File: src/rtl/unary_mac_array.sv
// ---------------------------------------------------------------------------
// unary_mac_array
//   Multi-lane unary multiply-accumulate engine. Each accepted beat adds the
//   signed count of coincident ones (a & b, signed by pos) across LANES lanes
//   into a signed accumulator. After STREAM_LEN accepted beats the total is
//   offered on a valid/ready handshake.
//
//   Build option UNARY_MAC_SAT_EN: when defined the accumulator saturates at
//   the signed WIDTH-bit limits; otherwise it wraps modulo 2^WIDTH. The sticky
//   overflow flag behaves the same in both builds.
//
// Ports
//   clk, reset            clock, async active-high reset
//   start                 begin a new window (only honoured in IDLE)
//   busy                  high while a window is in progress or awaiting pickup
//   in_valid / in_ready   beat handshake (in_ready high only in ACCUM)
//   a, b, pos             per-lane unary operands and product sign (1 = +1)
//   total                 signed accumulator value
//   total_valid/_ready    result handshake (valid only in DONE)
//   overflow              sticky signed overflow within the current window
//
// State | meaning
//   S_IDLE  | waiting for start; total holds the previous result
//   S_ACCUM | accepting beats until STREAM_LEN have been taken
//   S_DONE  | total is final and held until total_ready
// ---------------------------------------------------------------------------
module unary_mac_array #(
  parameter int WIDTH      = 16,
  parameter int LANES      = 4,
  parameter int STREAM_LEN = 256
) (
  input  logic             clk,
  input  logic             reset,
  input  logic             start,
  output logic             busy,
  input  logic             in_valid,
  output logic             in_ready,
  input  logic [LANES-1:0] a,
  input  logic [LANES-1:0] b,
  input  logic [LANES-1:0] pos,
  output logic [WIDTH-1:0] total,
  output logic             total_valid,
  input  logic             total_ready,
  output logic             overflow
);

  localparam int CNT_W = $clog2(STREAM_LEN + 1);
  localparam logic signed [WIDTH:0]   ONE     = (WIDTH+1)'(1);
  localparam logic        [CNT_W-1:0] LAST    = CNT_W'(STREAM_LEN - 1);
  localparam logic signed [WIDTH-1:0] ACC_MAX = {1'b0, {(WIDTH-1){1'b1}}};
  localparam logic signed [WIDTH-1:0] ACC_MIN = {1'b1, {(WIDTH-1){1'b0}}};

  typedef enum logic [1:0] {S_IDLE, S_ACCUM, S_DONE} state_t;

  state_t                   state, state_nxt;
  logic [CNT_W-1:0]         beat_cnt;
  logic signed [WIDTH-1:0]  acc, acc_nxt;
  logic signed [WIDTH:0]    delta, sum;
  logic                     accept, last_beat, sum_ovf;

  assign accept    = in_valid && (state == S_ACCUM);
  assign last_beat = (beat_cnt == LAST);

  always_comb begin
    delta = '0;
    for (int i = 0; i < LANES; i++) begin
      if (a[i] && b[i]) begin
        delta = pos[i] ? (delta + ONE) : (delta - ONE);
      end
    end
  end

  // One guard bit: the WIDTH+1 result leaves the signed WIDTH range exactly
  // when its top two bits disagree.
  assign sum     = {acc[WIDTH-1], acc} + delta;
  assign sum_ovf = sum[WIDTH] ^ sum[WIDTH-1];

  always_comb begin
    acc_nxt = sum[WIDTH-1:0];
`ifdef UNARY_MAC_SAT_EN
    if (sum_ovf) begin
      acc_nxt = sum[WIDTH] ? ACC_MIN : ACC_MAX;
    end
`endif
  end

  always_ff @(posedge clk or posedge reset) begin
    if (reset) begin
      state <= S_IDLE;
    end else begin
      state <= state_nxt;
    end
  end

  always_comb begin
    state_nxt = state;
    case (state)
      S_IDLE:  if (start) state_nxt = S_ACCUM;
      S_ACCUM: if (accept && last_beat) state_nxt = S_DONE;
      S_DONE:  if (total_ready) state_nxt = S_IDLE;
      default: state_nxt = S_IDLE;
    endcase
  end

  always_ff @(posedge clk or posedge reset) begin
    if (reset) begin
      acc      <= '0;
      beat_cnt <= '0;
      overflow <= 1'b0;
    end else if ((state == S_IDLE) && start) begin
      acc      <= '0;
      beat_cnt <= '0;
      overflow <= 1'b0;
    end else if (accept) begin
      acc      <= acc_nxt;
      beat_cnt <= beat_cnt + CNT_W'(1);
      if (sum_ovf) overflow <= 1'b1;
    end
  end

  assign busy        = (state != S_IDLE);
  assign in_ready    = (state == S_ACCUM);
  assign total_valid = (state == S_DONE);
  assign total       = acc;

endmodule

File: config.mk
export PLATFORM = sky130hd
export DESIGN_NAME = unary_mac_array
export DESIGN_NICKNAME = d
export VERILOG_FILES = /design/src/rtl/unary_mac_array.sv
export SDC_FILE = /design/constraint.sdc
export NUM_CORES = 1
export LEC_CHECK = 0
export BUFFER_PORTS_ARGS = -buffer_cell sky130_fd_sc_hd__buf_2
export CORE_AREA = 2 2 80 82
export CTS_BUF_LIST = sky130_fd_sc_hd__clkbuf_16
export CTS_CLUSTER_DIAMETER = 50
export DETAILED_ROUTE_END_ITERATION = 8
export DIE_AREA = 0 0 82 84
export PLACE_DENSITY = 0.78
export SKIP_CTS_REPAIR_TIMING = 1
export SLEW_MARGIN = 20
export SYNTH_ARGS = -nofsm -noshare
export SYNTH_HDL_FRONTEND = slang
export SYNTH_SLANG_ARGS = --single-unit
File: constraint.sdc
create_clock -name clk -period 3.1 [get_ports clk]
set_input_delay 0.62 -clock clk [delete_from_list [all_inputs] [get_ports clk]]
set_output_delay 0.62 -clock clk [all_outputs]
set_load 0.01 [all_outputs]
# == Word level (Yosys, flattened, before mapping) ==
# Cells that the tools add are included.
# totals
inputBits,17
register_bits,28
word_cells,51
# classes
n_addsub,8
n_eq_ne,6
muxes,19
n_reduce_logical,13
n_bitwise,1
# ops
op,count
17-bit 2-to-1 mux,8
17-bit by 2-bit adder with 17-bit output (second input constant),3
17-bit by 2-bit subtractor with 17-bit output (second input constant),3
16-bit 2-to-1 mux,2
9-bit 2-to-1 mux,2
17-bit adder,1
9-bit by 1-bit adder with 9-bit output (second input constant),1
9-bit by 8-bit == test with 1-bit output (second input constant),1
1-bit logical AND,7
2-bit 2-to-1 mux,3
2-bit case mux with 3 select lines,1
2-bit nonzero test,3
2-bit by 1-bit inequality test with 1-bit output (second input constant),2
1-bit 2-to-1 mux,3
3-bit AND reduction,1
2-bit by 1-bit == test with 1-bit output (second input constant),1
2-bit == test (second input constant),1
2-bit zero test,1
2-bit inequality test (second input constant),1
2-bit AND reduction,1
1-bit bitwise XOR,1

# == Logic depth before layout (Yosys ltp) ==
# Gate-level depths: netlist (run 1).
# logic_depth
word_depth,16
ltp_mapped,30
depth_no_buf,30

# == Least setup slack after synthesis (run 1) ==
# No wires, ideal clock.
# synth_path
kind,input port to flip-flop
start,input port pos[0]
end,register overflow
arrival_ns,6.095
cell_stages,28
path_buffers,0
setup_slack_ns,-3.116
required_ns,2.979
path_cell_list,nand3b_1 fa_1 nand3_1 nand2_1 inv_1 fa_1 fa_1 xnor2_1 a21o_1 ha_1 a21o_1 nand2_1 nand2b_1 a21o_1 o21ai_1 nand2_1 a21oi_1 xor2_1 o21ai_1 ha_1 nand2_1 o21ai_0 a21oi_4 o2111ai_2 a21oi_2 xnor2_1 xnor3_1 a22o_1
# synth_via
elab_chain_len,15
# synth_lines
item,line_no,text
"start, declared",40,"input logic [LANES-1:0] pos,"
17-bit 2-to-1 mux (*),68,delta = pos[i] ? (delta + ONE) : (delta - ONE);
17-bit 2-to-1 mux (*),67,if (a[i] && b[i]) begin
17-bit by 2-bit subtractor with 17-bit output / 17-bit by 2-bit adder with 17-bit output (equally long branches),68,
17-bit 2-to-1 mux,68,
17-bit 2-to-1 mux (*),67,
17-bit by 2-bit subtractor with 17-bit output / 17-bit by 2-bit adder with 17-bit output (equally long branches),68,
17-bit 2-to-1 mux,68,
17-bit 2-to-1 mux (*),67,
17-bit by 2-bit subtractor with 17-bit output / 17-bit by 2-bit adder with 17-bit output (equally long branches),68,
17-bit 2-to-1 mux,68,
17-bit 2-to-1 mux (*),67,
17-bit adder (*),75,"assign sum = {acc[WIDTH-1], acc} + delta;"
1-bit bitwise XOR (*),76,assign sum_ovf = sum[WIDTH] ^ sum[WIDTH-1];
2-bit nonzero test (no line) (*),-,
2-bit AND reduction (no line) (*),-,
"end signal, assigned",109,overflow <= 1'b0;
"end signal, assigned",113,overflow <= 1'b0;
"end signal, assigned",117,if (sum_ovf) overflow <= 1'b1;
"end, declared",44,output logic overflow
# Mark *: on every way between the ends. The rest lies on a longest branch, timed or not.
# A chain may end at the register's enable or synchronous reset.

# == Final worst setup path (run 1) ==
# Same ends and word-level chain as after synthesis.

==> summary.md, run 1 <==
| Metric | Value |
|---|---|
| Critical path fanouts, max | `4` |
| CTS Sinks | `28` |
| Slew of the pin with the lowest slew margin | `0.623 ns` |
| Synth Flop Type | `dfrtp_1` |
| First-pass GRT wire length | `17500 um` |
| Iteration-0 DRC Markers | `413` |
| Starting Density | `58.1%` |
| N_diodes | `0` |
| Share of flip-flops with an asynchronous set or reset | `100%` |
| Setup violators final | `16` |
| DRT Wirelength | `15000 um` |
| Initial antenna violation count | `0` |
| Post-Synth Simple-Gate Area | `19.5%` |
| WP buf/inv | `4` |
| DPL Wire Length | `8100 um` |
| CP max stage delay | `0.41 ns` |
| Gate count of the mapped netlist | `447` |
| Sw Share | `45.0%` |
| Tot Pwr | `4.09 mW` |
| Remaining global-route overflow | `0` |
| Post-synthesis xor/xnor area fraction | `9.53%` |
| Critical path's top delay family | `compound AO/OA/AOI/OAI gates` |
| DRC | `0` |
| CTS tree | `built` |
| CTS Buf Count | `3` |
| Post-synthesis register bit count | `28` |
| Drt first pass iters | `6` |
| Area of the multi-input gates | `3040 um^2` |
| Max cap viols | `0` |
| Largest family of logic cells by synthesized area | `compound AO/OA/AOI/OAI gates` |
| Crit Reg-Reg Endpoint | `overflow` |
| Layout Cells excl Fill | `698` |
| Slowest-stage cell, CP | `fa_1` |
| PnR worst setup slack | `-3.10 ns` |
| Die Y | `84 um` |
| Clk root buf | `clkbuf_16` |
| Crit path DAT | `6.36 ns` |
| I/O pin count | `37` |
| Area grow syn2layout | `51.7%` |
| Critical path endpoint category | `flip-flop` |
| Area share of fa/ha/maj cells after synthesis | `17.0%` |
| Critical R2R Launch | `total[1]` |
| F_max | `161 MHz` |
| Critical path launch point type | `primary input` |
| Clk Latency, worst-skew pair | `0.27 ns` |
| Final instance area | `5380 um^2` |
| Ys Warns | `0` |
| Clock share of power | `9.7%` |
| Final period utilization | `200%` |
| Slew Limit Fails | `0` |
| Vias post-DR | `4543` |
| Core Region | `6100 um^2` |
| Worst Path Required | `3.26 ns` |
| Combinational fraction of design power | `74.0%` |
| Share of cells above drive strength 1 | `43.8%` |
| Switching power | `1.84 mW` |
| Avg Inst Size Synth | `7.93 um^2` |
| Pwr dens | `761 nW/um^2` |
| Layout Skew | `0.00202 ns` |
| Clk buf depth | `2` |
| Mapped Nets | `508` |
| Placed Area | `4800 um^2` |
| Most frequent cells in the layout | `buf_4, nand2_1, buf_2` |
| Die width | `82 um` |
| Register area | `701 um^2` |
| Min-delay worst type | `in -> async` |
| Crit path kind | `in -> reg` |
| Most used cell, CP | `a21oi_2` |
| Clock period minus worst slack | `6.20 ns` |
| Vias per std cell | `6.51` |
| Internal | `2.25 mW` |
| Clk slew on worst S/H paths | `0.07 ns` |
| Rows | `29` |
| RSZ-0062 raised after global routing | `yes` |
| Gpl congestion | `0.985` |
| Post-synthesis mux area share | `1.55%` |
| Synth cell types | `64` |
| Die ar. | `6890 um^2` |
| Detail Route Antenna Nets | `0` |
| I/O Buffers | `36` |
| EDFF count, synth | `0` |
| Failing checks | `setup timing` |
| Pin count of the biggest net entering global routing | `29` |
| Fillers | `266` |
| GRT Total Usage | `31.5%` |
| Reg-to-reg slack, setup | `0.20 ns` |
| Final Util | `88.2%` |
| Cells after DPL | `676` |
| Avg WL per Cell | `21.5 um` |
| Complex-gate fraction of the synthesized area | `27.6%` |
| Final hold vios | `0` |
| Peak supply drop | `0.742 mV` |
| Nets@finish | `683` |
| Netlist Area Pre-Place | `3540 um^2` |
| Slew HR | `58.4%` |
| WHS | `0.433 ns` |
| Post-synthesis sequential area ratio | `19.8%` |
| Leakage | `2.63 nW` |
| Most common cell after layout, fill and taps aside | `buf_4` |
| Vias in the first global route | `3945` |
| Outcome | `complete, but fails checks` |
| Number of cells on the worst reg-to-reg path | `10` |
| Reg power frac | `16.3%` |
| H-tree Lvls | `1` |
power groups by stage:
stage / clock network [mW] / logic, mW / registers [mW]
after detailed placement: 0 / 2.21 / 0.638
final: 0.398 / 3.03 / 0.668
after floorplan: 0 / 1.31 / 0.661
after global placement: 0 / 2.10 / 0.630
after CTS: 0.393 / 2.26 / 0.633
after global routing: 0.405 / 3.16 / 0.671
synth_stat cells, types with 2 or more instances:
library cell / n / share of area (%)
nand4_1: 3 / 0.53
nor3_1: 7 / 0.99
clkbuf_1: 9 / 0.95
ha_1: 37 / 13
nand2_1: 60 / 6.4
o21ai_0: 41 / 5.8
nand3_1: 9 / 1.3
a211oi_1: 4 / 0.85
and2_1: 4 / 0.71
or3_1: 5 / 0.88
xor2_1: 16 / 4.0
a22o_1: 6 / 1.5
o2111ai_1: 2 / 0.49
a21oi_4: 2 / 0.92
fa_1: 7 / 4.0
o31ai_1: 5 / 1.1
a21o_1: 13 / 2.8
o21a_1: 4 / 0.85
nor4b_1: 2 / 0.49
xnor2_1: 20 / 4.9
nand2b_1: 5 / 0.88
nor2b_1: 10 / 1.8
o2111ai_2: 2 / 0.85
and3_1: 6 / 1.1
o21ai_1: 5 / 0.71
inv_1: 32 / 3.4
nor2_1: 29 / 3.1
o21bai_1: 2 / 0.42
o211ai_1: 2 / 0.42
dfrtp_1: 28 / 20
mux2i_1: 3 / 0.85
a31oi_1: 5 / 0.88
a21oi_1: 30 / 4.2
or2_2: 2 / 0.35
area by class of cell:
type                       instances  share of cell area, %
inverter                          32                   2.23
sequential                        28                   13.0
clock inverter                     1                  0.559
timing repair buffer             182                   24.4
tap                               77                   1.79
multi-input combinational        375                   56.6
clock buffer                       3                   1.40
worst register-to-register path, delay by kind of cell, from the launching register on:
family          cells  cell delay, ns
compound gates      7            1.44
fa+ha+maj           1            0.35
xor+xnor            2            0.55
flops               1            0.43
flip-flops by register name, summed over array words and instances, names as in the netlist:
name / count
beat_cnt: 9
state: 2
total: 16
overflow: 1
cells by family after synthesis:
family,count (synthesis)
buffers and inverters,44
XOR/XNOR,37
adder cells (fa/ha/maj),44
AO/OA/AOI/OAI,141
multiplexers,5
AND/OR/NAND/NOR,148
flip-flops,28
worst max path at each step:
stage | start | to | cells after the start
2_1_floorplan | pos[0] | overflow | 28
3_3_place_gp | pos[0] | overflow | 29
3_5_place_dp | pos[0] | overflow | 28
4_1_cts | pos[0] | overflow | 28
5_1_grt | pos[0] | overflow | 31
6_report | pos[0] | overflow | 30
per-layer routing:
layer  share of wire, %  vias up  track usage, %
li1                   -     1943               -
met1                 36     2134            39.4
met2                 49      349            54.6
met3                8.1      117            2.71
met4                7.0        0            12.6
met5                  0        -               0
per-stage QoR:
stage | setup slack, ns | setup TNS [ns]
after floorplan | -2.75 | -30.31
after global placement | -3.08 | -36.39
after detailed placement | -3.32 | -38.72
after CTS | -3.07 | -35.01
after global routing | -3.27 | -37.18
final | -3.10 | -35.15
Power figures use the tool's default switching activity.
==> run 2, diff against run 1 <==
==> constraint.sdc (replaced) <==
create_clock -name clk -period 3.1 [get_ports clk]
set_input_delay 0.155 -clock clk [delete_from_list [all_inputs] [get_ports clk]]
set_output_delay 0.155 -clock clk [all_outputs]
set_load 0.01 [all_outputs]
==> run 2 against run 1 <==
Compared with the run above: the run ends with DRC, hold timing, setup timing left; critical endpoint unchanged; largest cell class unchanged; cell count decreased by 0.57%; fmax decreased by 5.5%; register-to-register slack got worse by 0.02 ns; sequential cell count unchanged; sequential power decreased by 1%; hold slack got worse by 0.48 ns; critical path type unchanged.
==> summary.md, run 2 (same netlist as run 1, synthesis figures left out) <==
| Metric | Value |
|---|---|
| Slowest-stage cell, CP | `o21ai_0` |
| Peak supply drop | `0.729 mV` |
| H-tree Lvls | `1` |
| Remaining global-route overflow | `0` |
| Slew Limit Fails | `0` |
| Area grow syn2layout | `52.0%` |
| Rows | `29` |
| I/O pin count | `37` |
| Critical path fanouts, max | `4` |
| CTS Sinks | `28` |
| Gpl congestion | `0.983` |
| DRC | `18` |
| Cells after DPL | `675` |
| Final hold vios | `28` |
| CTS Buf Count | `3` |
| Die Y | `84 um` |
| Die ar. | `6890 um^2` |
| Slew of the pin with the lowest slew margin | `0.880 ns` |
| WHS | `-0.0455 ns` |
| Crit path DAT | `6.72 ns` |
| Failing checks | `DRC, hold timing, setup timing` |
| Layout Cells excl Fill | `694` |
| Tot Pwr | `4.12 mW` |
| Most frequent cells in the layout | `buf_4, nand2_1, buf_2` |
| Critical path endpoint category | `flip-flop` |
| Share of cells above drive strength 1 | `44.4%` |
| CTS tree | `built` |
| GRT Total Usage | `32.2%` |
| Pre-CTS WS | `-2.78 ns` |
| Initial antenna violation count | `1` |
| Setup violators final | `16` |
| Avg WL per Cell | `23.3 um` |
| Crit path kind | `in -> reg` |
| Layout Skew | `0.00342 ns` |
| Worst Setup SP | `pos[0]` |
| Clock period minus worst slack | `6.56 ns` |
| Drt first pass iters | `9` |
| Vias per std cell | `6.78` |
| Pin count of the biggest net entering global routing | `29` |
| DRT Wirelength | `16200 um` |
| Most common cell after layout, fill and taps aside | `buf_4` |
| Worst Path Required | `3.26 ns` |
| N_diodes | `0` |
| Detail Route Antenna Nets | `0` |
| Fillers | `265` |
| Die width | `82 um` |
| Final period utilization | `212%` |
| Critical path's top delay family | `compound AO/OA/AOI/OAI gates` |
| Clk slew on worst S/H paths | `0.07 ns` |
| Outcome | `complete, but fails checks` |
| I/O Buffers | `36` |
| RSZ-0062 raised after global routing | `yes` |
| Register area | `701 um^2` |
| Core Region | `6100 um^2` |
| Final TNS setup | `-32.66 ns` |
| Vias post-DR | `4703` |
| Pwr dens | `764 nW/um^2` |
| First-pass GRT wire length | `17800 um` |
| DPL Wire Length | `8050 um` |
| Starting Density | `58.1%` |
| Critical R2R Launch | `total[1]` |
| Clk root buf | `clkbuf_16` |
| F_max | `152 MHz` |
| Nets@finish | `679` |
| Clk Latency, worst-skew pair | `0.27 ns` |
| Area of the multi-input gates | `3080 um^2` |
| PnR worst setup slack | `-3.46 ns` |
| CP max stage delay | `0.70 ns` |
| Min-delay worst type | `in -> async` |
| WP buf/inv | `3` |
| Max cap viols | `0` |
| Clk buf depth | `2` |
| Critical path launch point type | `primary input` |
| Vias in the first global route | `3934` |
| Max reg flops | `16` |
| Slew HR | `40.7%` |
| Leakage | `2.61 nW` |
| Iteration-0 DRC Markers | `733` |
run 2: changes by cell type in the layout (fill, tap and decap cells not counted), moves of 2 or more:
cell	previous run	this run
buf_4	138	133
a21oi_2	18	15
inv_1	31	28
inv_2	1	4
a21oi_1	12	14
nor2_4	1	3
o21ai_1	14	16
o21ai_4	4	2
run 2: final timing paths:
path                            cells after the start  slack (ns)          end
min in group clk                                    4        0.22     state[0]
worst max-delay path                               25       -3.46     overflow
max in group asynchronous                           2        2.74     overflow
worst max register to register                     10        0.18     overflow
worst min register to register                      2        0.49  beat_cnt[8]
worst min-delay path                                2       -0.05     total[5]
run 2: area by class of cell:
class	instances	share of cell area, %
Multi-Input combinational cell	375	57.2
Timing Repair Buffer	178	23.9
Sequential cell	28	13.0
Inverter	32	2.23
Tap cell	77	1.79
Clock buffer	3	1.39
Clock inverter	1	0.557
run 2: where the power goes:
| part | switching [mW] | leakage, nW | internal, mW | total (mW) |
|---|---|---|---|---|
| logic | 1.59 | 2.21 | 1.47 | 3.06 |
| registers | 0.157 | 0.351 | 0.504 | 0.661 |
| clock network | 0.133 | 0.0511 | 0.258 | 0.391 |
| total | 1.88 | 2.61 | 2.24 | 4.12 |
run 2: layer usage:
layer	global-route usage [%]	routed length [um]	up-vias
met5	0	0	-
met4	10.0	1490	0
met3	2.06	1770	182
met2	57.3	7320	423
met1	40.7	5610	2172
li1	-	-	1926
run 2: stage by stage:
| step | utilization (%) | instance area, um^2 |
|---|---|---|
| 6_report | 88.4 | 5390 |
| 5_1_grt | 88.4 | 5390 |
| 4_1_cts | 80.3 | 4900 |
| 3_5_place_dp | 78.6 | 4790 |
| 3_3_place_gp | 78.6 | 4790 |
| 2_1_floorplan | - | 3620 |
==> run 3, diff against run 2 <==
CORE_AREA = 2 2 86 88   (was 2 2 80 82)
DIE_AREA = 0 0 88 90   (was 0 0 82 84)
PLACE_DENSITY = 0.68   (was 0.78)
SLEW_MARGIN = 25   (was 20)
==> run 3 against run 2 <==
Compared with the run above: the run ends with hold timing, setup timing left; cell area is 0.39% higher; total power decreased by 5.6%; clock skew is essentially flat; clock-buffer cell count did not move; cell count increased by 2.0%; critical endpoint unchanged; largest power group unchanged.
==> summary.md, run 3 (same netlist as run 1, synthesis figures left out) <==
| Metric | Value |
|---|---|
| Vias per std cell | `5.40` |
| Area grow syn2layout | `52.6%` |
| CTS tree | `built` |
| Detail Route Antenna Nets | `0` |
| Setup violators final | `16` |
| Avg WL per Cell | `15.9 um` |
| Max reg flops | `16` |
| DPL Wire Length | `7770 um` |
| First-pass GRT wire length | `16700 um` |
| Metal3 WL | `305 um` |
| Most common cell after layout, fill and taps aside | `buf_4` |
| Slowest-stage cell, CP | `xnor3_1` |
| GRT Total Usage | `25.8%` |
| DRC | `0` |
| Die ar. | `7920 um^2` |
| Max cap viols | `0` |
| DRT met1 WL | `4870 um` |
| N_diodes | `0` |
| Clk buf depth | `2` |
| Most frequent cells in the layout | `buf_4, nand2_1, buf_2` |
| Peak supply drop | `0.843 mV` |
| Core Region | `7020 um^2` |
| Gpl congestion | `0.929` |
| Vias post-DR | `3824` |
| Cells after DPL | `695` |
| Slew of the pin with the lowest slew margin | `0.627 ns` |
| Clock period minus worst slack | `5.41 ns` |
| Final period utilization | `175%` |
| I/O Buffers | `36` |
| Iteration-0 DRC Markers | `160` |
| Critical path endpoint category | `flip-flop` |
| WHS | `-0.0379 ns` |
| CTS Buf Count | `3` |
| Crit path kind | `in -> reg` |
| Highest routed layer | `met4` |
| Pwr dens | `719 nW/um^2` |
| Initial antenna violation count | `0` |
| Outcome | `complete, but fails checks` |
| I/O pin count | `37` |
| RSZ-0062 raised after global routing | `yes` |
| Layout Skew | `0.00333 ns` |
| Rows | `31` |
| Wire length on met2 | `5840 um` |
| PnR worst setup slack | `-2.31 ns` |
| Final hold vios | `28` |
| Min-delay worst type | `in -> async` |
| CP max stage delay | `0.41 ns` |
| Share of cells above drive strength 1 | `44.3%` |
| Clk Latency, worst-skew pair | `0.26 ns` |
| Leakage | `2.60 nW` |
| Critical path launch point type | `primary input` |
| Die width | `88 um` |
| DRT Wirelength | `11200 um` |
| Clk root buf | `clkbuf_16` |
| Remaining global-route overflow | `0` |
| Clk slew on worst S/H paths | `0.07 ns` |
| Worst Path Required | `3.26 ns` |
| Most used cell, CP | `nand2_2` |
| Nets@finish | `671` |
| Final TNS setup | `-23.94 ns` |
| Die Y | `90 um` |
| Fillers | `480` |
| Layout Cells excl Fill | `708` |
| F_max | `185 MHz` |
| Failing checks | `hold timing, setup timing` |
| Slew Limit Fails | `0` |
| Crit path DAT | `5.57 ns` |
| Pin count of the biggest net entering global routing | `29` |
| Vias in the first global route | `3731` |
| Critical path fanouts, max | `3` |
| Drt first pass iters | `4` |
| Starting Density | `50.5%` |
| H-tree Lvls | `1` |
| CTS Sinks | `28` |
| Slew HR | `58.1%` |
==> run 3: layer usage <==
metal,up-vias,global-route usage (%)
met5,-,0
met4,0,7.31
met3,19,1.84
met2,84,45.2
met1,1814,33.4
li1,1907,-
==> run 3: critical path: cells and delay by family <==
family | cells | cell delay, ns
buffers and inverters | 4 | 0.42
AND/OR/NAND/NOR | 9 | 1.40
AO/OA/AOI/OAI | 10 | 1.73
adder cells (fa/ha/maj) | 5 | 1.44
XOR/XNOR | 1 | 0.41
==> run 3: final timing paths <==
check	startpoint	endpoint	slack (ns)	cells after the start
max	pos[0]	overflow	-2.31	29
min	reset	total[2]	-0.04	2
max reg2reg	total[0]	overflow	0.25	12
min reg2reg	beat_cnt[8]	beat_cnt[8]	0.49	2
max in group asynchronous	reset	total[11]	2.73	2
min in group clk	in_valid	state[0]	0.16	4
==> run 3: power breakdown <==
| part | internal, mW | total, mW | switching (mW) |
|---|---|---|---|
| clock | 0.257 | 0.386 | 0.129 |
| combinational | 1.47 | 2.85 | 1.38 |
| sequential | 0.504 | 0.648 | 0.144 |
| total | 2.23 | 3.89 | 1.65 |
==> run 3: cell type report <==
cell class	instances	area, um^2	area share [%]
multi-input cells	375	3100	57.3
repair buffers	170	1260	23.3
flip-flops and latches	28	701	13.0
well taps	99	124	2.29
inverters	32	120	2.22
clock buffers	3	75.1	1.39
clock inverters	1	30.0	0.555
==> run 3: stage by stage <==
| stage | hold slack, ns | setup WS (ns) | utilization (%) | total power, mW | instance area [um^2] |
|---|---|---|---|---|---|
| 2_1_floorplan | 0.220 | -2.28 | - | 1.97 | 3620 |
| 3_3_place_gp | 0.434 | -2.47 | 68.8 | 2.75 | 4830 |
| 3_5_place_dp | 0.268 | -2.65 | 68.8 | 2.82 | 4830 |
| 4_1_cts | -0.0217 | -2.40 | 70.3 | 3.25 | 4930 |
| 5_1_grt | 0.0227 | -2.58 | 77.0 | 4.14 | 5410 |
| 6_report | -0.0379 | -2.31 | 77.0 | 3.89 | 5410 |
